**src/rtl/mem_port_arbiter.sv**
```systemverilog
// Shares one single-port Memory between the instruction-fetch port and the
// data load/store port. Fixed priority between the ports, with a streak
// counter that forces the waiting port in after STARVE_LIMIT consecutive
// grants to the other one. Exactly one command is in flight at any time.
module mem_port_arbiter #(
  parameter bit DATA_FIRST   = 1'b1,
  parameter int STARVE_LIMIT = 4
) (
  input  logic        clk,
  input  logic        reset,
  input  logic        i_req,
  output logic        i_ready,
  input  logic [31:0] i_addr,
  output logic [31:0] i_rdata,
  output logic        i_rvalid,
  input  logic        d_req,
  input  logic        d_write,
  output logic        d_ready,
  input  logic [31:0] d_addr,
  input  logic [31:0] d_wdata,
  input  logic [31:0] d_wmask,
  output logic [31:0] d_rdata,
  output logic        d_rvalid,
  output logic        mem_cmd_start,
  output logic        mem_cmd_write,
  input  logic        mem_cmd_ready,
  output logic [31:0] mem_addr,
  output logic [31:0] mem_wdata,
  output logic [31:0] mem_wmask,
  input  logic [31:0] mem_rdata,
  input  logic        mem_rdata_valid
);

  localparam logic PORT_I = 1'b0;
  localparam logic PORT_D = 1'b1;

  typedef enum logic [1:0] {
    ST_IDLE      = 2'd0,
    ST_ISSUE     = 2'd1,
    ST_WAIT_READ = 2'd2
  } state_t;

  state_t      r_state;
  state_t      w_state_next;

  // Latched command (valid from acceptance until the command completes)
  logic        r_port;
  logic        r_write;
  logic [31:0] r_addr;
  logic [31:0] r_wdata;
  logic [31:0] r_wmask;

  // Arbitration history: r_last_valid=0 means no winner since reset
  logic [2:0]  r_streak;
  logic        r_last_valid;
  logic        r_last_port;

  logic        w_starve;
  logic        w_grant_d;
  logic        w_grant_i;
  logic        w_accept;
  logic        w_port;
  logic [2:0]  w_streak_inc;

  // Grant decision and ready outputs; only meaningful while idle and out of reset
  always_comb begin
    w_starve  = i_req && d_req && r_last_valid && (int'(r_streak) >= STARVE_LIMIT);
    w_grant_d = 1'b0;
    if (d_req && !i_req) begin
      w_grant_d = 1'b1;
    end else if (d_req && i_req) begin
      w_grant_d = w_starve ? (r_last_port == PORT_I) : DATA_FIRST;
    end
    w_grant_i    = i_req && !w_grant_d;
    i_ready      = (r_state == ST_IDLE) && !reset && w_grant_i;
    d_ready      = (r_state == ST_IDLE) && !reset && w_grant_d;
    w_accept     = i_ready || d_ready;
    w_port       = d_ready ? PORT_D : PORT_I;
    w_streak_inc = (r_streak == 3'd7) ? 3'd7 : r_streak + 3'd1;
  end

  // Next-state logic for the single-command sequencer
  always_comb begin
    w_state_next = r_state;
    case (r_state)
      ST_IDLE: begin
        if (w_accept) w_state_next = ST_ISSUE;
      end
      ST_ISSUE: begin
        if (mem_cmd_ready) w_state_next = r_write ? ST_IDLE : ST_WAIT_READ;
      end
      ST_WAIT_READ: begin
        if (mem_rdata_valid) w_state_next = ST_IDLE;
      end
      default: w_state_next = ST_IDLE;
    endcase
  end

  // State register
  always_ff @(posedge clk) begin
    if (reset) r_state <= ST_IDLE;
    else       r_state <= w_state_next;
  end

  // Latch the accepted command and update the winner streak
  always_ff @(posedge clk) begin
    if (reset) begin
      r_port       <= PORT_I;
      r_write      <= 1'b0;
      r_addr       <= '0;
      r_wdata      <= '0;
      r_wmask      <= '0;
      r_streak     <= '0;
      r_last_valid <= 1'b0;
      r_last_port  <= PORT_I;
    end else if (w_accept) begin
      r_port       <= w_port;
      r_write      <= (w_port == PORT_D) && d_write;
      r_addr       <= (w_port == PORT_D) ? d_addr : i_addr;
      r_wdata      <= (w_port == PORT_D) ? d_wdata : '0;
      r_wmask      <= (w_port == PORT_D) ? d_wmask : '0;
      r_streak     <= (r_last_valid && (r_last_port == w_port)) ? w_streak_inc : 3'd1;
      r_last_valid <= 1'b1;
      r_last_port  <= w_port;
    end
  end

  // Per-port read return: capture data and pulse rvalid one cycle later.
  // Data returning outside WAIT_READ (stale after reset) is ignored.
  genvar gi;
  generate
    for (gi = 0; gi < 2; gi++) begin : g_port
      logic        w_capture;
      logic        r_valid;
      logic [31:0] r_data;

      assign w_capture = (r_state == ST_WAIT_READ) && mem_rdata_valid &&
                         (r_port == ((gi == 1) ? PORT_D : PORT_I));

      // Hold the last result until the next completion for this port
      always_ff @(posedge clk) begin
        if (reset) begin
          r_valid <= 1'b0;
          r_data  <= '0;
        end else begin
          r_valid <= w_capture;
          if (w_capture) r_data <= mem_rdata;
        end
      end
    end
  endgenerate

  assign i_rdata       = g_port[0].r_data;
  assign i_rvalid      = g_port[0].r_valid;
  assign d_rdata       = g_port[1].r_data;
  assign d_rvalid      = g_port[1].r_valid;

  assign mem_cmd_start = (r_state == ST_ISSUE);
  assign mem_cmd_write = (r_state == ST_ISSUE) && r_write;
  assign mem_addr      = r_addr;
  assign mem_wdata     = r_wdata;
  assign mem_wmask     = r_wmask;

endmodule

```
**config.mk**
```make
export PLATFORM = sky130hd
export DESIGN_NAME = mem_port_arbiter
export DESIGN_NICKNAME = d
export VERILOG_FILES = /design/src/rtl/mem_port_arbiter.sv
export SDC_FILE = /design/constraint.sdc
export NUM_CORES = 1
export LEC_CHECK = 0
export BUFFER_PORTS_ARGS = -buffer_cell sky130_fd_sc_hd__buf_2
export CELL_PAD_IN_SITES_DETAIL_PLACEMENT = 1
export CELL_PAD_IN_SITES_GLOBAL_PLACEMENT = 1
export CORE_ASPECT_RATIO = 1.75
export CORE_UTILIZATION = 33
export CTS_CLUSTER_DIAMETER = 40
export CTS_CLUSTER_SIZE = 12
export DETAILED_ROUTE_END_ITERATION = 8
export GPL_TIMING_DRIVEN = 0
export PLACE_DENSITY = 0.91
export SETUP_SLACK_MARGIN = 0.15
export SLEW_MARGIN = 0
export SYNTH_ARGS = -nofsm -noshare
export SYNTH_HDL_FRONTEND = slang
export SYNTH_SLANG_ARGS = --single-unit
```
**constraint.sdc**
```tcl
create_clock -name clk -period 3.9 [get_ports clk]
set_input_delay 1.17 -clock clk [delete_from_list [all_inputs] [get_ports clk]]
set_output_delay 1.17 -clock clk [all_outputs]
set_load 0.02 [all_outputs]
```
### Word level (Yosys, flattened, before mapping)

Index checks and enable logic that the tools add are counted.

* flip-flop bits (word level): 170
* output and inout bits: 166
* logic and storage cells: 56

* $add $sub $neg: 1
* $lt $le $gt $ge: 1
* eq/ne operators: 7
* mux-type cells: 14
* bitwise operators: 1
* reductions and logical operators: 20

Operators by type and width (number)
* two-way mux 32 bit: 3
* logical AND 1 bit: 14
* two-way mux 2 bit: 4
* two-way mux 3 bit: 2
* case mux 2 bit (3 select lines): 1
* two-way mux 1 bit: 4
* != test 2 bit, second input constant: 2
* adder 3 x 1 -> 3 bit, second input constant: 1
* equality test 3 bit, second input constant: 1
* >= comparator 3 bit, second input constant: 1
* zero test 1 bit: 3
* AND reduction 3 bit: 1
* equality test 2 x 1 -> 1 bit, second input constant: 1
* equality test 2 bit, second input constant: 1
* zero test 2 bit: 1
* != test 2 x 1 -> 1 bit, second input constant: 1
* equality test 1 bit: 1
* logical OR 1 bit: 1
* inverter 1 bit: 1

### Logic depth before layout (Yosys ltp)

Gate-level depths: netlist of the first run.

* depth in word-level cells: 12
* mapped depth: 8
* mapped depth without buffers: 5

### Worst setup path after synthesis of the first run

No wires, ideal clock.

* path type: input -> output
* start point: input reset
* end point: output i_ready
* arrival: 2230 ps
* data required time: 2730 ps
* path slack: 500 ps
* stages: 5
* cell sequence: buf_2 nor3_4 nand2_1 clkbuf_1 a21oi_1

* word-level cells in the longest chain between the ends: 3

Ends and longest elaborated chain
* start: declaration: line 10 `input logic reset,`
* zero test 1 bit: line 75 `i_ready = (r_state == ST_IDLE) && !reset && w_grant_i;`
* logical AND 1 bit (2 in a row): line 75
* end: declaration: line 12 `output logic i_ready,`

No other way between the ends.

### Final worst setup path of the first run

* start point: input reset
* end point: output d_ready

* word-level cells in the longest chain between the ends: 3

Ends and longest elaborated chain
* zero test 1 bit: line 76 `d_ready = (r_state == ST_IDLE) && !reset && w_grant_d;`
* logical AND 1 bit (2 in a row): line 76
* end: declaration: line 18 `output logic d_ready,`

No other way between the ends.

==> results of run 1 <==
[flip-flops by register name (all words and copies together) (netlist names)]
register,flops
i_rvalid,1
mem_addr,32
d_rvalid,1
r_write,1
i_rdata,32
r_last_port,1
d_rdata,32
r_state,2
r_last_valid,1
mem_wmask,32
mem_wdata,32
r_streak,3
[critical path, cell delays in order]
cell,delay (ns)
buf_2,0.19
nor3_4,0.25
nand3_2,0.24
inv_4,0.21
buf_2,0.26
buf_2,0.21
[placed cells by master (no fill, tap or decap), types with 3 or more instances in the layout]
cell type    n
buf_2      348
clkinv_4     3
nand2_1    164
nand2b_1     3
clkbuf_16   17
a21oi_1    102
clkbuf_8     3
buf_4        5
a22oi_1     65
bufinv_16    3
clkbuf_1    36
a211oi_1    32
dfxtp_1    170
nor2_1     109
[layer usage]
layer  GRT usage (%)  up-vias  routed length [um]  share of wire [%]
met3           5.786       73                1145                4.7
met1           25.56     3270                8919                 37
met4           14.25        0                1085                4.5
li1                -     3179                   -                  -
met5               0        -                   0                  0
met2           48.11      249               13190                 54
[metrics by stage]
| step | util, % | cell area [um^2] | power [uW] |
|---|---|---|---|
| after floorplan | - | 6122 | 2161 |
| after global placement | 44.51 | 8071 | 2389 |
| after detailed placement | 44.51 | 8071 | 2406 |
| after CTS | 48.00 | 8705 | 4221 |
| after global routing | 48.02 | 8710 | 4332 |
| final | 48.02 | 8710 | 4188 |
[repair_timing]
item                       4_1_cts  5_1_grt
hold endpoints to repair         0        0
setup endpoints to repair        2        2
gates resized for setup          2        0
pin swaps                        0        0
setup buffers                    0        0
[layout make-up]
cell class / count / area (um^2)
flip-flops and latches: 170 / 3403
plain buffers: 60 / 266.5
diodes: 2 / 5.005
inverters: 3 / 13.76
well taps: 234 / 292.8
clock buffers: 20 / 466.7
clock inverters: 12 / 162.7
repair buffers: 331 / 1657
fillers: 2335 / 9427
multi-input cells: 496 / 2442
[cells by family (layout without fill, tap and decap cells)]
kind of cell | Yosys count | in the layout | share of synthesized area (%)
buf+inv | 63 | 426 | 4.517
other cells | 0 | 2 | 0
compound gates | 204 | 204 | 20.85
flops | 170 | 170 | 55.59
simple gates | 291 | 291 | 18.84
fa+ha+maj | 1 | 1 | 0.2043
[report_power, final]
| group | switching (uW) | total [uW] | internal, uW | leakage [uW] |
|---|---|---|---|---|
| Clock | 748 | 1820 | 1070 | 0.000309 |
| Sequential | 41.9 | 1850 | 1810 | 0.00138 |
| Combinational | 327 | 522 | 195 | 0.00230 |
| Total | 1120 | 4190 | 3070 | 0.00399 |
[worst min path at each step]
stage | from | end | slack [ns] | depth (start not counted)
floorplan | r_streak[1] | r_streak[1] | 0.45 | 2
global placement | i_rdata[25] | i_rdata[25] | 0.44 | 2
detailed placement | d_rdata[19] | d_rdata[19] | 0.45 | 2
CTS | d_rdata[3] | d_rdata[3] | 0.46 | 2
global route | d_rdata[23] | d_rdata[23] | 0.47 | 2
finish | d_rdata[30] | d_rdata[30] | 0.46 | 2
==> results.txt, run 1 <==
The number of antenna violations at the first check in global routing is 2. Detailed routing inserted a total of 6771 vias. The tightest min-delay check is of the reg -> reg type. Setup violations remaining at the end of the flow were counted as 0. The reported leakage power is 0.003993 uW.

The final estimated routing congestion in global placement is 0.9083. Sorting the synthesized cells by how often they occur yields 170 x dfxtp_1, 164 x nand2_1, 109 x nor2_1. The number of port buffers is ~330. The mapped netlist covers between 6000 and 7000 um^2. After detailed routing, the average wire length per cell comes to 18.33 um.

The most used flip-flop cell after synthesis is dfxtp_1. The element type at the critical path end is a primary output. Counting every net in the synthesized netlist gives 897. After routing, the total negative slack on setup checks comes to 0 ns. The latest clock arrival within the worst-skew pair is ~0.43 ns. The fraction of layout instances using a drive strength above 1 is 35.71%.

Yosys mapped the design onto 30 distinct sky130hd cell types. The relative slew slack came out at between 50% and 60%. STA classifies the critical path startpoint as a primary input.

The non-filler instance count after layout is 1328. In this run, synthesis produced a sequential element count of 170. The number of cells on the worst reg-to-reg path came out at 7. The highest fanout seen on the critical path is 10. The clock transition at the registers of the reported paths is 0.07 ns. The final-report hold violation count came out at 0. The Yosys warning count came out at 0.

The number of buffers added by the clock tree synthesis step is 17. The critical path class is in -> out. The core region is 18140 um^2. At the pin with the least slew margin, the transition time is 0.6396 ns. The worst hold slack came out at between 0.4 and 0.5 ns. In this run the register-to-register setup slack is ~2.1 ns. The worst endpoint required time is between 2 and 3 ns. The number of levels the H-tree was split into is 4. The total routing resource utilization after global routing came out at 25.56%. The share of flip-flops with an asynchronous set or reset after synthesis is 0%. Sequential cells were found to cover 55.59% of the synthesized design area. The maximum vdd ir drop is 0.2477 mV. The worst register-to-register path ends at mem_wmask[23]. The final max-slew violation count is 0. The number of clock sinks came out at 170. The width of the die came out at 105.0 um. Setup repair after global routing could not meet its margin everywhere.

The library cell used as clock root buffer is clkbuf_16. The total number of placement rows is 65. The number of synthesized flops with an enable pin came out at 0. The count of nets left with antenna violations after detail routing is 0. The proportion of netlist area held by the largest area contributor is 55.59%. The initial utilization of the core area, before any placement, comes to 33.76%. Yosys attributes the largest share of cell area to dfxtp_1 56%, nand2_1 10%, a21oi_1 8.3%. The hold buffer count at CTS came out at 0. Timing analysis after detailed placement gives a worst setup slack of 0.1001 ns. The worst path uses 95.31% of the clock period.

The highest clock rate is 0.2690 GHz. The total power per unit cell area came out at around 480 nW/um^2. Once placement completed, the tool counted placed cells totaling 1294. The number of global-route vias before repair is 7232.

Pin placement for this block handled about 330 I/O pins. The overall overflow remaining after global route is 0. The die covers 19120 um^2. Setup slack closes at about 0.18 ns.

In this run the critical register-to-register path is launched from r_state[1]. The leading cell type by number of instances after synthesis is dfxtp_1. The layout overhead on the synthesized area came out at 42.26%.

Entering global routing, the biggest net connects 17 pins. The total wire length came out at between 20000 and 25000 um. The number of vias per cell came out at ~5.1. The synthesized design spends more area on one cell type than any other, namely dfxtp_1. The initial DRC count is 201. The final-stage net count is 1247. The floorplan step set the die height to 182.2 um. The flow ran to the end, and the final reports show no timing, DRC or antenna violations. In this run the worst setup path begins at reset. The maximum clock skew at final layout is 0.01251 ns. The minimum clock period came out at 3.717 ns. The most critical setup path has its endpoint at d_ready. The first global-routing pass estimated 37780 um of wire. The CTS tree is built. The instance count of the mapped netlist came out at 729. The data arrival time at the worst-slack endpoint is about 2.6 ns.

The placed wire-length estimate after detailed placement came out at 18640 um. Max-cap violations in this run came to 0. The pre-antenna-repair detailed-routing pass consisted of 4 iterations. The post-synthesis area per instance came out at 8.398 um^2. The deepest clock path buffer count came out at 2. After detailed routing, the number of remaining DRC violations is 0.
Note: power is estimated with default switching activity, not from simulation.
==> run 2, diff against run 1 <==
--- a/config.mk
+++ b/config.mk
@@ -5,10 +5,12 @@
 export SDC_FILE = /design/constraint.sdc
 export NUM_CORES = 1
 export LEC_CHECK = 0
+export ABC_CLOCK_PERIOD_IN_PS = 3900
 export BUFFER_PORTS_ARGS = -buffer_cell sky130_fd_sc_hd__buf_2
 export CELL_PAD_IN_SITES_DETAIL_PLACEMENT = 1
 export CELL_PAD_IN_SITES_GLOBAL_PLACEMENT = 1
 export CORE_ASPECT_RATIO = 1.75
+export CORE_MARGIN = 2
 export CORE_UTILIZATION = 33
 export CTS_CLUSTER_DIAMETER = 40
 export CTS_CLUSTER_SIZE = 12
==> results.txt, run 2 (synthesized netlist as in run 1, its figures left out) <==
The run finished with clean final reports. Data on the critical path is required at its endpoint by 2.73 ns. The maximum clock skew at final layout is 0.008277 ns. The overall overflow remaining after global route is 0.

The maximum number of pins on one net before global-route repair is 18. The cell that appears most often on the critical path is buf_2. The relative slew slack is 58.30%. The total wire length is 24370 um. The power dissipated by switching net loads came out at 1159 uW. The number of global-route vias before repair is 7236. The mean routed wirelength per cell came out at 18.35 um. Routability-driven placement finished with a final weighted congestion of roughly 0.9.

The proportion of power drawn by flip-flops and latches came out at about 45%. Setup repair after global routing could not meet its margin everywhere. The fraction of layout instances using a drive strength above 1 is 35.71%.

Leaving out fill and tap cells, the most frequent cell in the layout is buf_2. The detailed-route via count came out at 6708. The clock transition at the registers of the reported paths is roughly 0.07 ns.

The number of clock sinks came out at between 150 and 200. The die is 184.2 um tall. Per report_power, the combinational group accounts for between 10% and 20% of the total. The library cell used as clock root buffer is clkbuf_16. The cell family contributing the most delay on the critical path is buffers and inverters. The hold buffer count at CTS came out at 0.

The highest clock rate came out at 0.2714 GHz. The total of endpoints with negative setup slack in the final report came out at 0. Once detail routing completed, the nets flagged for antenna violations numbered 0.

For the worst-skew pair, the clock arrives at the later sink with an insertion delay of 0.43 ns. After floorplanning, the core was sized to cover 18140 um^2. The cell type of the slowest stage on the worst timing path is buf_2. Walking the worst path, the cells encountered are buf_2 > nor3_4 > nand3_2 > inv_4 > buf_2 > buf_2. For the pin with the worst max-slew slack, the measured transition is 0.6255 ns. The total routing resource utilization after global routing came out at 24.37%.

The period utilization came out at between 90 and 100%. The minimum clock period is 3.684 ns. STA classifies the critical path endpoint as a primary output.

The area growth from synthesis to layout is 41.81%. The path class of the tightest hold or removal check is reg -> reg. The post-route DRC violation count is 0. The final-stage net count is 1247. The data arrival time at the worst-slack endpoint is 2.51 ns. The worst setup path is launched from a primary input. TritonCTS built the clock tree.

In this run, the number of DRC markers left after iteration 0 of detailed routing was 218. The final setup TNS came out at 0 ns. The switching power as a share of total power came out at 28.05%. The total power per unit cell area came out at ~480 nW/um^2. The width of the die is 107.0 um. The share of total power dissipated in the clock network is 42.7%.

The die covers approximately 20000 um^2. The number of port buffers came out at 331. The number of buffers added by the clock tree synthesis step came out at 17. The highest fanout seen on the critical path came out at 10. The final max-slew violation count came out at 0. The H-tree generated during clock tree synthesis spans 4 levels.

The buffers plus inverters on the worst setup path is 4. The number of cells on the worst reg-to-reg path is 5. The startpoint of the worst register-to-register path is r_last_port. The startpoint identified for the worst hold timing path is d_rdata[31]. In the layout the commonest cells are 348 x buf_2, 170 x dfxtp_1, 164 x nand2_1. The placed wire-length estimate after detailed placement came out at 18880 um. IR analysis of the VDD net gives a maximum drop of between 0.2 and 0.25 mV. The starting density of the core is between 30% and 40%. In this run the critical register-to-register path is captured at mem_addr[22]. The internal portion of the total power is 2973 uW.

The wire length of the first global-routing pass is roughly 37000 um. The peak per-stage delay on the critical path is approximately 0.26 ns. The total number of placement rows is 65. In this run the register-to-register setup slack is between 2 and 2.5 ns. The final-report hold violation count is 0. The deepest clock path buffer count came out at 2. Pin placement for this block handled 333 I/O pins.

The number of vias per cell came out at 5.051. By startpoint and endpoint, the worst setup path is classified as in -> out. Max-cap violations in this run came to 0. The number of antenna violations at the first check in global routing is 2. For hold timing, the worst endpoint is d_rdata[31]. For this design the static power due to leakage is 0.003980 uW. The detailed-router iteration count before antenna repair is 4. The core utilization of the finished layout came out at 47.87%.

The worst hold path stage count came out at 2. The worst hold slack came out at 0.4513 ns.
run 2: per-stage QoR:
| stage | power (uW) | cell area [um^2] | setup slack [ns] | cells |
|---|---|---|---|---|
| floorplan | 2161 | 6122 | 0.5000 | 729 |
| global placement | 2388 | 8071 | 0.04760 | 1294 |
| detailed placement | 2408 | 8071 | 0.09696 | 1294 |
| CTS | 4169 | 8677 | 0.1484 | 1326 |
| global route | 4289 | 8682 | 0.06828 | 1328 |
| finish | 4132 | 8682 | 0.2159 | 1328 |
run 2: layout make-up:
| cell class | instances | area [um^2] |
|---|---|---|
| Clock inverter | 15 | 176.4 |
| Timing Repair Buffer | 331 | 1657 |
| Tap cell | 234 | 292.8 |
| Sequential cell | 170 | 3403 |
| Clock buffer | 17 | 425.4 |
| Antenna cell | 2 | 5.005 |
| Fill cell | 2324 | 9454 |
| Multi-Input combinational cell | 496 | 2442 |
| Buffer | 60 | 266.5 |
| Inverter | 3 | 13.76 |
run 2: power groups by stage:
stage          clock [uW]  sequential, uW  combinational [uW]
6_report             1760            1850                 520
5_1_grt              1870            1860                 567
3_3_place_gp            0            1880                 505
3_5_place_dp            0            1890                 521
2_1_floorplan           0            1960                 199
4_1_cts              1800            1850                 525
run 2: timing repair:
| action | in CTS | in global routing |
|---|---|---|
| gates resized for setup | 2 | 0 |
| buffers inserted | 0 | 0 |
| setup endpoints to repair | 2 | 2 |
run 2: worst min-delay path, cell delays in order (launching register included):
cell and delay (ns):
dfxtp_1 0.31, nand2_1 0.05, a21oi_1 0.05
run 2: worst max-delay path by stage:
stage,startpoint,end,slack (ns),cells past startpoint
2_1_floorplan,reset,i_ready,0.50,5
3_3_place_gp,reset,d_ready,0.05,6
3_5_place_dp,reset,d_ready,0.1,6
4_1_cts,reset,d_ready,0.15,6
5_1_grt,reset,d_ready,0.07,6
6_report,reset,d_ready,0.22,6
run 2: layer usage:
metal  global-route usage, %  part of all wire, %  routed length [um]  vias up
met4                   13.77                  5.2                1278        0
met3                   5.057                  4.8                1165       68
li1                        -                    -                   -     3182
met2                   45.17                   54               13140      247
met1                   24.93                   36                8790     3211
met5                       0                    0                   0        -
